## config.mk

```make
export PLATFORM = sky130hd
export DESIGN_NAME = cook_timer
export DESIGN_NICKNAME = d
export VERILOG_FILES = /design/src/rtl/cook_timer_pkg.sv /design/src/rtl/cook_timer_bcd_mmss_step.sv /design/src/rtl/cook_timer.sv
export SDC_FILE = /design/constraint.sdc
export NUM_CORES = 1
export LEC_CHECK = 0
export CELL_PAD_IN_SITES_DETAIL_PLACEMENT = 0
export CELL_PAD_IN_SITES_GLOBAL_PLACEMENT = 1
export CORE_MARGIN = 1
export CORE_UTILIZATION = 45
export CTS_BUF_LIST = sky130_fd_sc_hd__clkbuf_8
export DETAILED_ROUTE_END_ITERATION = 8
export PLACE_DENSITY_LB_ADDON = 0.1
export SLEW_MARGIN = 10
export SYNTH_ARGS = -nofsm -noshare
export SYNTH_HDL_FRONTEND = slang
export SYNTH_SLANG_ARGS = --single-unit
```

## constraint.sdc

```tcl
create_clock -name clk -period 8.43 [get_ports clk]
set_input_delay 2.529 -clock clk [delete_from_list [all_inputs] [get_ports clk]]
set_output_delay 2.529 -clock clk [all_outputs]
set_load 0.05 [all_outputs]
```

## src/rtl/cook_timer_pkg.sv

```systemverilog
// Shared types and constants for the cook_timer block and its BCD step unit.
// The add-30 feature is controlled by COOK_TIMER_ADD30_EN.
package cook_timer_pkg;

    typedef enum logic [1:0] {
        IDLE  = 2'd0,
        ARMED = 2'd1,
        RUN   = 2'd2,
        DONE  = 2'd3
    } ct_state_t;

    localparam logic [15:0] BCD_MAX   = 16'h9959;
    localparam logic [15:0] BCD_ADD30 = 16'h0030;

    // mm:ss is valid when every digit is decimal and seconds-tens stays below 6
    function automatic logic bcd_valid(input logic [15:0] v);
        return (v[15:12] <= 4'd9) && (v[11:8] <= 4'd9) &&
               (v[7:4]   <= 4'd5) && (v[3:0]  <= 4'd9);
    endfunction

endpackage

```

## src/rtl/cook_timer_bcd_mmss_step.sv

```systemverilog
// Combinational BCD mm:ss step: decrement by one second, or saturating +30 s
// when COOK_TIMER_ADD30_EN is defined.
module bcd_mmss_step
    import cook_timer_pkg::*;
(
    input  logic        op_add30,
    input  logic [15:0] time_i,
    output logic [15:0] result_o,
    output logic        zero_o
);

    logic [3:0]  m1, m0, s1, s0;
    logic [15:0] dec_val;

    assign {m1, m0, s1, s0} = time_i;

    always_comb begin
        dec_val = time_i;
        if (time_i != 16'h0000) begin
            if (s0 != 4'd0)      dec_val = {m1, m0, s1, s0 - 4'd1};
            else if (s1 != 4'd0) dec_val = {m1, m0, s1 - 4'd1, 4'd9};
            else if (m0 != 4'd0) dec_val = {m1, m0 - 4'd1, 4'd5, 4'd9};
            else                 dec_val = {m1 - 4'd1, 4'd9, 4'd5, 4'd9};
        end
    end

`ifdef COOK_TIMER_ADD30_EN
    logic [3:0]  s1_sum;
    logic [15:0] add_val;

    always_comb begin
        s1_sum = s1 + 4'd3;
        if (s1_sum < 4'd6)      add_val = {m1, m0, s1_sum, s0};
        else if (m0 != 4'd9)    add_val = {m1, m0 + 4'd1, s1_sum - 4'd6, s0};
        else if (m1 != 4'd9)    add_val = {m1 + 4'd1, 4'd0, s1_sum - 4'd6, s0};
        else                    add_val = BCD_MAX;
    end

    assign result_o = op_add30 ? add_val : dec_val;
`else
    logic unused_op_add30;
    assign unused_op_add30 = op_add30;
    assign result_o        = dec_val;
`endif

    assign zero_o = (result_o == 16'h0000);

endmodule

```

## src/rtl/cook_timer.sv

```systemverilog
// Microwave cook countdown timer: BCD mm:ss load, prescaled 1 s ticks while heat is high.
// Optional +30 s quick-add is built only when COOK_TIMER_ADD30_EN is defined.
//
//   state | meaning
//   IDLE  | time is 00:00
//   ARMED | time nonzero, waiting for heat
//   RUN   | counting down
//   DONE  | reached 00:00 or stopped, finish held
module cook_timer
    import cook_timer_pkg::*;
#(
    parameter int unsigned TICK_DIV = 50_000_000
) (
    input  logic        clk,
    input  logic        nrst,
    input  logic        heat,
    input  logic        door,
    input  logic        load,
    input  logic [15:0] time_in,
    input  logic        clear,
    input  logic        add30,
    output logic        finish,
    output logic [15:0] time_bcd,
    output logic        running,
    output logic        load_err
);

    localparam int PW = $clog2(TICK_DIV);
    localparam logic [PW-1:0] PRESC_LAST = PW'(TICK_DIV - 1);

    ct_state_t     state_q, state_d;
    logic [15:0]   time_q, time_d;
    logic [PW-1:0] presc_q, presc_d;
    logic          load_err_q, load_err_d;

    logic          presc_run, tick, do_add30;
    logic [15:0]   step_res;
    logic          step_zero;

`ifdef COOK_TIMER_ADD30_EN
    assign do_add30 = add30;
`else
    logic unused_add30;
    assign unused_add30 = add30;
    assign do_add30     = 1'b0;
`endif

    bcd_mmss_step u_step (
        .op_add30 (do_add30),
        .time_i   (time_q),
        .result_o (step_res),
        .zero_o   (step_zero)
    );

    assign presc_run = (state_q == RUN) && heat;
    assign tick      = presc_run && (presc_q == PRESC_LAST);

    always_comb begin
        state_d    = state_q;
        time_d     = time_q;
        presc_d    = presc_q;
        load_err_d = 1'b0;

        if (presc_run) presc_d = tick ? '0 : presc_q + PW'(1);

        if (clear) begin
            state_d = (state_q == RUN) ? DONE : IDLE;
            time_d  = 16'h0000;
            presc_d = '0;
        end else if (load && (state_q == IDLE || state_q == ARMED)) begin
            if (!bcd_valid(time_in)) begin
                load_err_d = 1'b1;
            end else begin
                state_d = (time_in == 16'h0000) ? IDLE : ARMED;
                time_d  = time_in;
                presc_d = '0;
            end
        end else if (do_add30) begin
            // a tick colliding with add30 is dropped; the prescaler keeps running
            case (state_q)
                RUN:  time_d = step_res;
                DONE: begin
                    state_d = ARMED;
                    time_d  = BCD_ADD30;
                    presc_d = '0;
                end
                default: begin
                    state_d = ARMED;
                    time_d  = step_res;
                end
            endcase
        end else if (tick) begin
            time_d = step_res;
            if (step_zero) state_d = DONE;
        end else begin
            case (state_q)
                ARMED:   if (heat)  state_d = RUN;
                RUN:     if (!heat) state_d = ARMED;
                DONE:    if (door)  state_d = IDLE;
                default: state_d = state_q;
            endcase
        end
    end

    always_ff @(posedge clk or negedge nrst) begin
        if (!nrst) begin
            state_q    <= IDLE;
            time_q     <= 16'h0000;
            presc_q    <= '0;
            load_err_q <= 1'b0;
        end else begin
            state_q    <= state_d;
            time_q     <= time_d;
            presc_q    <= presc_d;
            load_err_q <= load_err_d;
        end
    end

    assign finish   = (state_q == DONE);
    assign running  = (state_q == RUN);
    assign time_bcd = time_q;
    assign load_err = load_err_q;

endmodule

```

==> results of run 1 <==
-- flip-flops by register name, summed over array words and instances, names as in the netlist --
signal,flops
time_bcd,16
presc_q,26
load_err,1
state_q,2
-- report_power, final --
group          switching [uW]  leakage (uW)  internal, uW
Combinational             255      0.000709           154
Sequential               44.3      0.000614           241
Clock                    77.3     0.0000595          87.9
Total                     377       0.00138           483
-- cell type report --
type	count	area (um2)
repair buffers	43	418
fillers	583	2590
clock buffers	5	68.8
clock inverters	3	42.5
flip-flops and latches	45	1130
multi-input cells	262	1570
inverters	10	37.5
well taps	75	93.8
-- cells in the mapped netlist (all sizes together) (2+ instances only) --
library cell | n | area share
o211ai | 2 | 0.0054
nor4b | 2 | 0.0063
a22o | 2 | 0.0063
ha | 5 | 0.022
o21ai | 18 | 0.032
buf | 2 | 0.0054
xor2 | 19 | 0.060
nand3 | 16 | 0.029
and3 | 8 | 0.018
nand2b | 2 | 0.0045
o31ai | 6 | 0.016
nor3 | 13 | 0.023
inv | 9 | 0.012
and4 | 3 | 0.0094
a21o | 2 | 0.0058
nor2b | 4 | 0.0090
nor2 | 53 | 0.071
or2 | 3 | 0.0067
dfrtp | 45 | 0.40
a21oi | 16 | 0.029
nand4 | 8 | 0.018
a31oi | 4 | 0.0090
or3b | 2 | 0.0063
or4 | 3 | 0.0094
xnor2 | 6 | 0.019
o22ai | 4 | 0.0090
clkbuf | 11 | 0.015
nor4 | 11 | 0.027
nand2 | 27 | 0.036
mux2i | 4 | 0.014
-- critical path: cells and delay by family --
| family | cells | cell delay, ns |
|---|---|---|
| buf+inv | 2 | 1.22 |
| compound gates | 3 | 1.10 |
| simple gates | 1 | 0.12 |
-- worst paths after layout --
path | end | slack, ns
max in group asynchronous | time_bcd[11] | 5.37
hold / removal | presc_q[15] | 0.55
setup / recovery | state_q[0] | 3.67
min in group asynchronous | time_bcd[6] | 2.40
hold reg to reg | presc_q[15] | 0.55
setup reg to reg | state_q[0] | 5.37
-- logic make-up after synthesis --
| family | count (synthesis) | share of synthesized area |
|---|---|---|
| AND/OR/NAND/NOR | 161 | 0.291 |
| AO/OA/AOI/OAI | 66 | 0.154 |
| flip-flops | 45 | 0.403 |
| XOR/XNOR | 25 | 0.0784 |
| buffers and inverters | 23 | 0.0336 |
| multiplexers | 5 | 0.0184 |
| adder cells (fa/ha/maj) | 5 | 0.0224 |
-- metal layers --
layer  share of wire  track usage  vias to the layer above
li1                -            -                     1260
met1            0.51        0.364                     1238
met2            0.43        0.360                       56
met3           0.049       0.0404                        6
met4          0.0099       0.0571                        0
met5               0            0                        -
-- per-stage QoR --
stage	cells	worst slack (ns)	util	total power, uW	hold WS [ns]
after detailed placement	435	3.33	0.546	696	0.535
after global routing	443	3.47	0.564	914	0.596
after floorplan	330	4.05	-	577	0.497
final	443	3.67	0.564	860	0.554
after global placement	435	3.35	0.546	693	0.522
after CTS	443	3.65	0.564	863	0.557
==> flow_metrics.py, run 1 <==
metrics = {
    "timing": {
        "fmaxAchievable_mhz": 210,
        "relSlewSlack": 0.302,
        "setup_tns_ns": 0,
        "grt_setup_unrepaired": "false",
        "tightest_slew_ns": 1.05,
        "fin_crit_sh": 0.565,
        "skew_ns": 0.00440,
        "finalSetupViolations": 0,
        "hold_viol": 0,
        "post-route-min-period_ns": 4.76,
        "slew_violations": 0,
    },
    "clock_tree": {
        "cts-htree-levels": 2,
        "cts_root_buffer": "clkbuf_8",
        "postCtsSetupRepairBufs": 0,
        "clkSinkCount": 45,
        "path_clk_slew_ns": 0.09,
        "cts_resized": 0,
        "cts_hold_buffers": 0,
        "insertion_delay_ns": 0.30,
        "cts_buffers": 5,
        "clk_path_buf_depth": 2,
        "cts_tree": "built",
    },
    "floorplan": {
        "fp.dieArea_mm2": 0.00653,
        "fp.dieW_um": 80.8,
        "ios": 42,
        "core-area_mm2": 0.00596,
        "initial_core_util": 0.469,
        "num_rows": 28,
        "die_h_um": 80.8,
    },
    "finish": {
        "layout_commonest_cell": "nor2_1",
        "drive_gt1_frac": 0.0598,
        "stdcell_area_mm2": 0.00336,
        "final_nets": 395,
        "final_cell_mix": "nor2_1, dfrtp_1, clkdlybuf4s50_1",
        "syn_to_final_growth_pct": 20.3,
        "n_antenna_cell": 0,
    },
    "synthesis": {
        "synth_flop_cell": "dfrtp_1",
        "ys_warn_count": 0,
        "synth_edf_count": 0,
        "avgSynthCellArea_um2": 8.47,
        "ys_ff_latch": 45,
        "synthCells": 330,
        "ys_seq_area_frac": 0.403,
        "synth.distinct_cells": 54,
        "synth_area_mm2": 0.00279,
        "ys_async_sr_fraction": 1.00,
        "syn_nets": 358,
    },
    "pwr": {
        "ir_worst_vdd_mv": 0.144,
        "leakage_uw": 0.00138,
        "p_per_area_mw_per_mm2": 256,
    },
    "setup_path": {
        "crit_required_ns": 8.64,
        "crit_type": "in2reg",
        "path_max_fanout": 12,
        "cpPeakStageDelay_ns": 0.81,
        "crit_start": "clear",
        "end_kind": "register",
        "crit_chain": "clkdlybuf4s50_1 > clkinv_1 > a311oi_1 > nand3_1 > o41a_1 > o41ai_2",
        "reg2reg_depth": 8,
        "crit_path_top_delay_cell": "clkdlybuf4s50_1",
        "reg2reg_from": "time_bcd[0]",
        "crit_path_start_kind": "input pin",
        "worstPathArrival_ns": 4.97,
    },
    "flow_run": {
        "maxCapViolations": 0,
    },
    "global_route": {
        "grt_pass1_vias": 2426,
        "antenna_found_initial": 0,
        "grt_overflow_total": 0,
        "grt_pass1_wl_um": 11900,
        "grt_max_degree": 46,
        "grtUsageTotal": 0.242,
    },
    "drt": {
        "drtIter0Drc": 131,
        "firstDrtPassIters": 4,
        "via_per_inst": 5.78,
        "ant_nets": 0,
        "wirelength_um": 7160,
        "drc": 0,
        "post_drt_wl_per_cell_um": 16.2,
        "vias": 2560,
    },
    "place": {
        "place_area_mm2": 0.00325,
        "gp_congestion": 0.868,
        "port_buffers": 40,
        "dp_hpwl_um": 5080,
    },
    "min_path": {
        "min_from": "presc_q[15]",
        "holdPathStages": 2,
        "min_path_type": "reg2reg",
    },
    "status": {
        "status": "finished, final reports clean",
    },
}
Power figures use the tool's default switching activity.
==> run 2: changes to the inputs <==
--- a/config.mk
+++ b/config.mk
@@ -8,7 +8,7 @@
 export CELL_PAD_IN_SITES_DETAIL_PLACEMENT = 0
 export CELL_PAD_IN_SITES_GLOBAL_PLACEMENT = 1
 export CORE_MARGIN = 1
-export CORE_UTILIZATION = 45
+export CORE_UTILIZATION = 42
 export CTS_BUF_LIST = sky130_fd_sc_hd__clkbuf_8
 export DETAILED_ROUTE_END_ITERATION = 8
 export PLACE_DENSITY_LB_ADDON = 0.1
==> constraint.sdc (replaced) <==
create_clock -name clk -period 4.4 [get_ports clk]
set_input_delay 1.32 -clock clk [delete_from_list [all_inputs] [get_ports clk]]
set_output_delay 1.32 -clock clk [all_outputs]
set_load 0.05 [all_outputs]
==> run 2 against run 1 <==
  * Register-to-register slack got worse by 4.1 ns
  * Combinational power increased by 94%
  * Sequential share of layout area decreased by 0.19 points
  * Non-clock buffer count increased by 5
  * Clock power increased by 62%
  * Count of clock-buffer cells in the layout unchanged
  * Critical endpoint is now time_bcd[12]
==> flow_metrics.py, run 2 (synthesis gave the netlist of run 1 again) <==
metrics = {
    "setup_path": {
        "end_kind": "register",
        "timing.rr.end": "state_q[0]",
        "crit_path_start_kind": "input pin",
        "path_max_fanout": 8,
        "crit_required_ns": 4.62,
        "worstPathArrival_ns": 3.61,
        "crit_type": "in2reg",
        "rrSetupSlack_ns": 1.31,
        "reg2reg_from": "time_bcd[12]",
        "reg2reg_depth": 8,
    },
    "status": {
        "status": "finished, final reports clean",
    },
    "min_path": {
        "holdPathStages": 2,
        "holdPathEnd": "presc_q[1]",
        "min_from": "presc_q[1]",
        "min_path_type": "reg2reg",
    },
    "global_route": {
        "grt_pass1_wl_um": 12200,
        "antenna_found_initial": 0,
        "grt_overflow_total": 0,
        "grtUsageTotal": 0.217,
        "grt_max_degree": 46,
        "grt_pass1_vias": 2408,
    },
    "place": {
        "gp_congestion": 0.833,
        "port_buffers": 40,
        "dp_hpwl_um": 5080,
    },
    "timing": {
        "fin_crit_sh": 0.771,
        "slew_violations": 0,
        "tightest_slew_ns": 1.04,
        "hold_viol": 0,
        "grt_setup_unrepaired": "false",
        "relSlewSlack": 0.307,
        "fmaxAchievable_mhz": 295,
        "post-route-min-period_ns": 3.39,
        "finalSetupViolations": 0,
        "setup_tns_ns": 0,
        "skew_ns": 0.00874,
    },
    "drt": {
        "via_per_inst": 5.64,
        "wirelength_um": 7150,
        "drtIter0Drc": 152,
        "vias": 2537,
        "drc": 0,
        "firstDrtPassIters": 4,
        "post_drt_wl_per_cell_um": 15.9,
        "ant_nets": 0,
    },
    "clock_tree": {
        "cts-htree-levels": 2,
        "postCtsSetupRepairBufs": 0,
        "cts_tree": "built",
        "clkSinkCount": 45,
        "cts_buffers": 5,
        "path_clk_slew_ns": 0.09,
        "cts_hold_buffers": 0,
        "cts_root_buffer": "clkbuf_8",
        "insertion_delay_ns": 0.30,
        "cts_resized": 0,
        "clk_path_buf_depth": 2,
    },
    "pwr": {
        "p_per_area_mw_per_mm2": 476,
        "ir_worst_vdd_mv": 0.317,
        "leakage_uw": 0.00139,
    },
    "floorplan": {
        "core-area_mm2": 0.00639,
        "ios": 42,
        "fp.dieW_um": 83.6,
        "num_rows": 29,
        "fp.dieArea_mm2": 0.00698,
        "initial_core_util": 0.438,
        "die_h_um": 83.6,
    },
    "finish": {
        "final_nets": 400,
        "n_antenna_cell": 0,
        "top_register": "presc_q",
        "fin_util": 0.529,
        "syn_to_final_growth_pct": 21.0,
        "layout_commonest_cell": "nor2_1",
        "largest_reg_flops": 26,
        "drive_gt1_frac": 0.0751,
        "final_cell_mix": "nor2_1, dfrtp_1, clkdlybuf4s50_1",
    },
    "flow_run": {
        "maxCapViolations": 0,
    },
}
-- run 2: cell count changes in the layout (fill, tap and decap cells not counted), sizes merged --
| cell | delta |
|---|---|
| buf | +5 |
| bufinv | -1 |
| clkinvlp | +1 |
-- run 2: through the flow --
| stage | std cells | cell area, um2 | hold WS (ns) | power [uW] | setup WS (ns) |
|---|---|---|---|---|---|
| CTS | 450 | 3380 | 0.554 | 1620 | 0.986 |
| global route | 450 | 3380 | 0.595 | 1720 | 0.866 |
| detailed placement | 442 | 3290 | 0.526 | 1340 | 0.674 |
| floorplan | 330 | 2790 | 0.497 | 1110 | 1.23 |
| finish | 450 | 3380 | 0.553 | 1610 | 1.01 |
| global placement | 442 | 3290 | 0.520 | 1340 | 0.684 |
-- run 2: power by group --
part           internal (uW)  leakage [uW]  switching, uW
clock                    113     0.0000445            155
combinational            303      0.000734            491
sequential               462      0.000614           85.2
total                    879       0.00139            731
-- run 2: layer usage --
metal | share of wire | GRT usage
met5 | 0 | 0
met2 | 0.42 | 0.313
met4 | 0.0091 | 0.0586
met1 | 0.53 | 0.335
met3 | 0.041 | 0.0346
-- run 2: final cells by class --
type	count	area, um2
well taps	77	96.3
clock buffers	5	68.8
flip-flops and latches	45	1130
fillers	604	3010
repair buffers	48	455
multi-input cells	262	1570
clock inverters	3	21.3
inverters	10	37.5
-- run 2: how the worst max path moves through the flow --
stage,startpoint,to,depth (start not counted)
4_1_cts,heat,time_bcd[15],8
3_5_place_dp,heat,time_bcd[8],8
2_1_floorplan,heat,presc_q[15],8
3_3_place_gp,heat,time_bcd[15],8
6_report,heat,time_bcd[12],8
5_1_grt,heat,state_q[0],7
-- run 2: critical path: stages --
cell             delay (ns)
clkdlybuf4s50_1        0.50
and3b_1                0.27
nand3_1                0.15
or4_1                  0.59
nand2b_1               0.13
buf_4                  0.17
nand2_1                0.24
o22ai_1                0.25
==> run 3: changes to the inputs <==
==> constraint.sdc (replaced) <==
create_clock -name clk -period 3.2 [get_ports clk]
set_input_delay 0.96 -clock clk [delete_from_list [all_inputs] [get_ports clk]]
set_output_delay 0.96 -clock clk [all_outputs]
set_load 0.05 [all_outputs]
==> run 3 against run 2 <==
  * Global-route usage is 0.54 points higher
  * Sequential power increased by 38%
  * Clock power grew 60%
  * First-iteration DRC count rose by 11%
  * Critical path depth is the same
  * Count of clock-buffer cells in the layout did not move
  * Wire length increased by 4.0%
  * Sequential share of layout area fell by 1.2 points
  * Via count increased by 2.2%
  * Cell area increased by 3.7%
  * Cell count grew 2.9%
  * Hold slack got worse by 0.0050 ns
==> flow_metrics.py, run 3 (synthesis gave the netlist of run 1 again) <==
metrics = {
    "status": {
        "status": "finished, final reports clean",
    },
    "timing": {
        "slew_violations": 0,
        "relSlewSlack": 0.561,
        "fmaxAchievable_mhz": 336,
        "setup_tns_ns": 0,
        "worst_slack_ns": 0.226,
        "tightest_slew_ns": 0.658,
        "hold_viol": 0,
        "post-route-min-period_ns": 2.97,
        "skew_ns": 0.00379,
        "finalSetupViolations": 0,
        "fin_crit_sh": 0.929,
        "grt_setup_unrepaired": "false",
    },
    "flow_run": {
        "maxCapViolations": 0,
    },
    "clock_tree": {
        "cts_tree": "built",
        "insertion_delay_ns": 0.29,
        "cts_buffers": 5,
        "clkSinkCount": 45,
        "cts-htree-levels": 2,
        "postCtsSetupRepairBufs": 0,
        "path_clk_slew_ns": 0.09,
        "clk_path_buf_depth": 2,
        "cts_root_buffer": "clkbuf_8",
    },
    "setup_path": {
        "timing.rr.end": "state_q[0]",
        "crit_path_start_kind": "register",
        "crit_path_top_delay_cell": "or3b_2",
        "path_delay_family": "simple AND/OR/NAND/NOR gates",
        "end_kind": "register",
        "path_max_fanout": 9,
        "rrSetupSlack_ns": 0.23,
        "crit_type": "reg2reg",
        "cp_num_buf_inv": 1,
        "crit_required_ns": 3.39,
        "crit_chain": "inv_1 > ha_1 > or3b_2 > or3_4 > nor4_2 > nor3_1 > o41a_1 > o41ai_2",
        "cpPeakStageDelay_ns": 0.51,
        "timing.critical_path.to": "state_q[0]",
        "reg2reg_from": "time_bcd[0]",
        "reg2reg_depth": 8,
        "crit_start": "time_bcd[0]",
        "path_depth": 8,
        "worstPathArrival_ns": 3.16,
    },
    "floorplan": {
        "fp.dieW_um": 83.6,
        "fp.dieArea_mm2": 0.00698,
        "initial_core_util": 0.438,
        "num_rows": 29,
        "die_h_um": 83.6,
        "core-area_mm2": 0.00639,
        "ios": 42,
    },
    "global_route": {
        "grt_max_degree": 31,
        "grt_overflow_total": 0,
        "grtUsageTotal": 0.222,
        "grt_pass1_vias": 2517,
        "antenna_found_initial": 0,
        "grt_pass1_wl_um": 12600,
    },
    "finish": {
        "syn_to_final_growth_pct": 25.5,
        "final_nets": 413,
        "fin_util": 0.549,
        "drive_gt1_frac": 0.109,
        "n_antenna_cell": 0,
        "largest_reg_flops": 26,
        "fillCellCount": 627,
        "final_cell_mix": "nor2_1, dfrtp_1, clkdlybuf4s50_1",
        "multi_input_area_mm2": 0.00158,
        "regArea_mm2": 0.00113,
        "layout_commonest_cell": "nor2_1",
        "top_register": "presc_q",
    },
    "place": {
        "pre_cts_ws_ns": -0.107,
        "port_buffers": 40,
        "dp_hpwl_um": 5490,
        "gp_congestion": 0.825,
    },
    "pwr": {
        "power_uw": 2320,
        "p_per_area_mw_per_mm2": 662,
        "ir_worst_vdd_mv": 0.520,
        "leakage_uw": 0.00147,
    },
    "drt": {
        "ant_nets": 0,
        "wirelength_um": 7430,
        "drc": 0,
        "firstDrtPassIters": 4,
        "via_per_inst": 5.60,
        "drtIter0Drc": 169,
        "post_drt_wl_per_cell_um": 16.1,
        "vias": 2594,
    },
    "min_path": {
        "min_path_type": "reg2reg",
    },
}
[run 3: worst min-delay path: cells and delay by family, from the launching register on]
| kind | cells | cell delay, ns |
|---|---|---|
| DFF | 1 | 0.37 |
| xor gates and xnor gates | 1 | 0.07 |
| and+or+nand+nor | 1 | 0.07 |
[run 3: worst min-delay path by stage]
| stage | from | to | depth (start not counted) |
|---|---|---|---|
| 2_1_floorplan | presc_q[23] | presc_q[23] | 2 |
| 3_3_place_gp | presc_q[15] | presc_q[15] | 2 |
| 3_5_place_dp | presc_q[15] | presc_q[15] | 2 |
| 4_1_cts | presc_q[15] | presc_q[15] | 2 |
| 5_1_grt | presc_q[14] | presc_q[14] | 2 |
| 6_report | presc_q[15] | presc_q[15] | 2 |
[run 3: where the power goes]
group / total, uW / leakage [uW] / switching [uW] / internal, uW
Clock: 430 / 0.0000595 / 199 / 232
Sequential: 754 / 0.000614 / 118 / 636
Combinational: 1140 / 0.000800 / 685 / 451
[run 3: per-stage QoR]
step | std cells | hold WS (ns) | instance area [um2]
CTS | 463 | 0.552 | 3500
detailed placement | 455 | 0.535 | 3390
global route | 463 | 0.588 | 3510
floorplan | 330 | 0.497 | 2790
finish | 463 | 0.548 | 3510
global placement | 455 | 0.519 | 3390
[run 3: metal layers]
metal	global-route usage	routed length [um]	share of wire	vias up
met3	0.0317	343	0.046	2
met5	0	0	0	-
met2	0.327	3140	0.42	58
met1	0.348	3910	0.53	1233
met4	0.0416	36	0.0048	0
li1	-	-	-	1301
[run 3: area by class of cell]
type                    instances  share of cell area
multi-input cells             262               0.451
clock buffers                   5              0.0196
repair buffers                 61               0.158
clock inverters                 3              0.0121
well taps                      77              0.0275
inverters                      10              0.0107
flip-flops and latches         45               0.321
[run 3: timing repair]
item	in CTS	in global routing
endpoints found under the setup margin	0	2
hold buffers	0	0
gates resized for setup	0	2
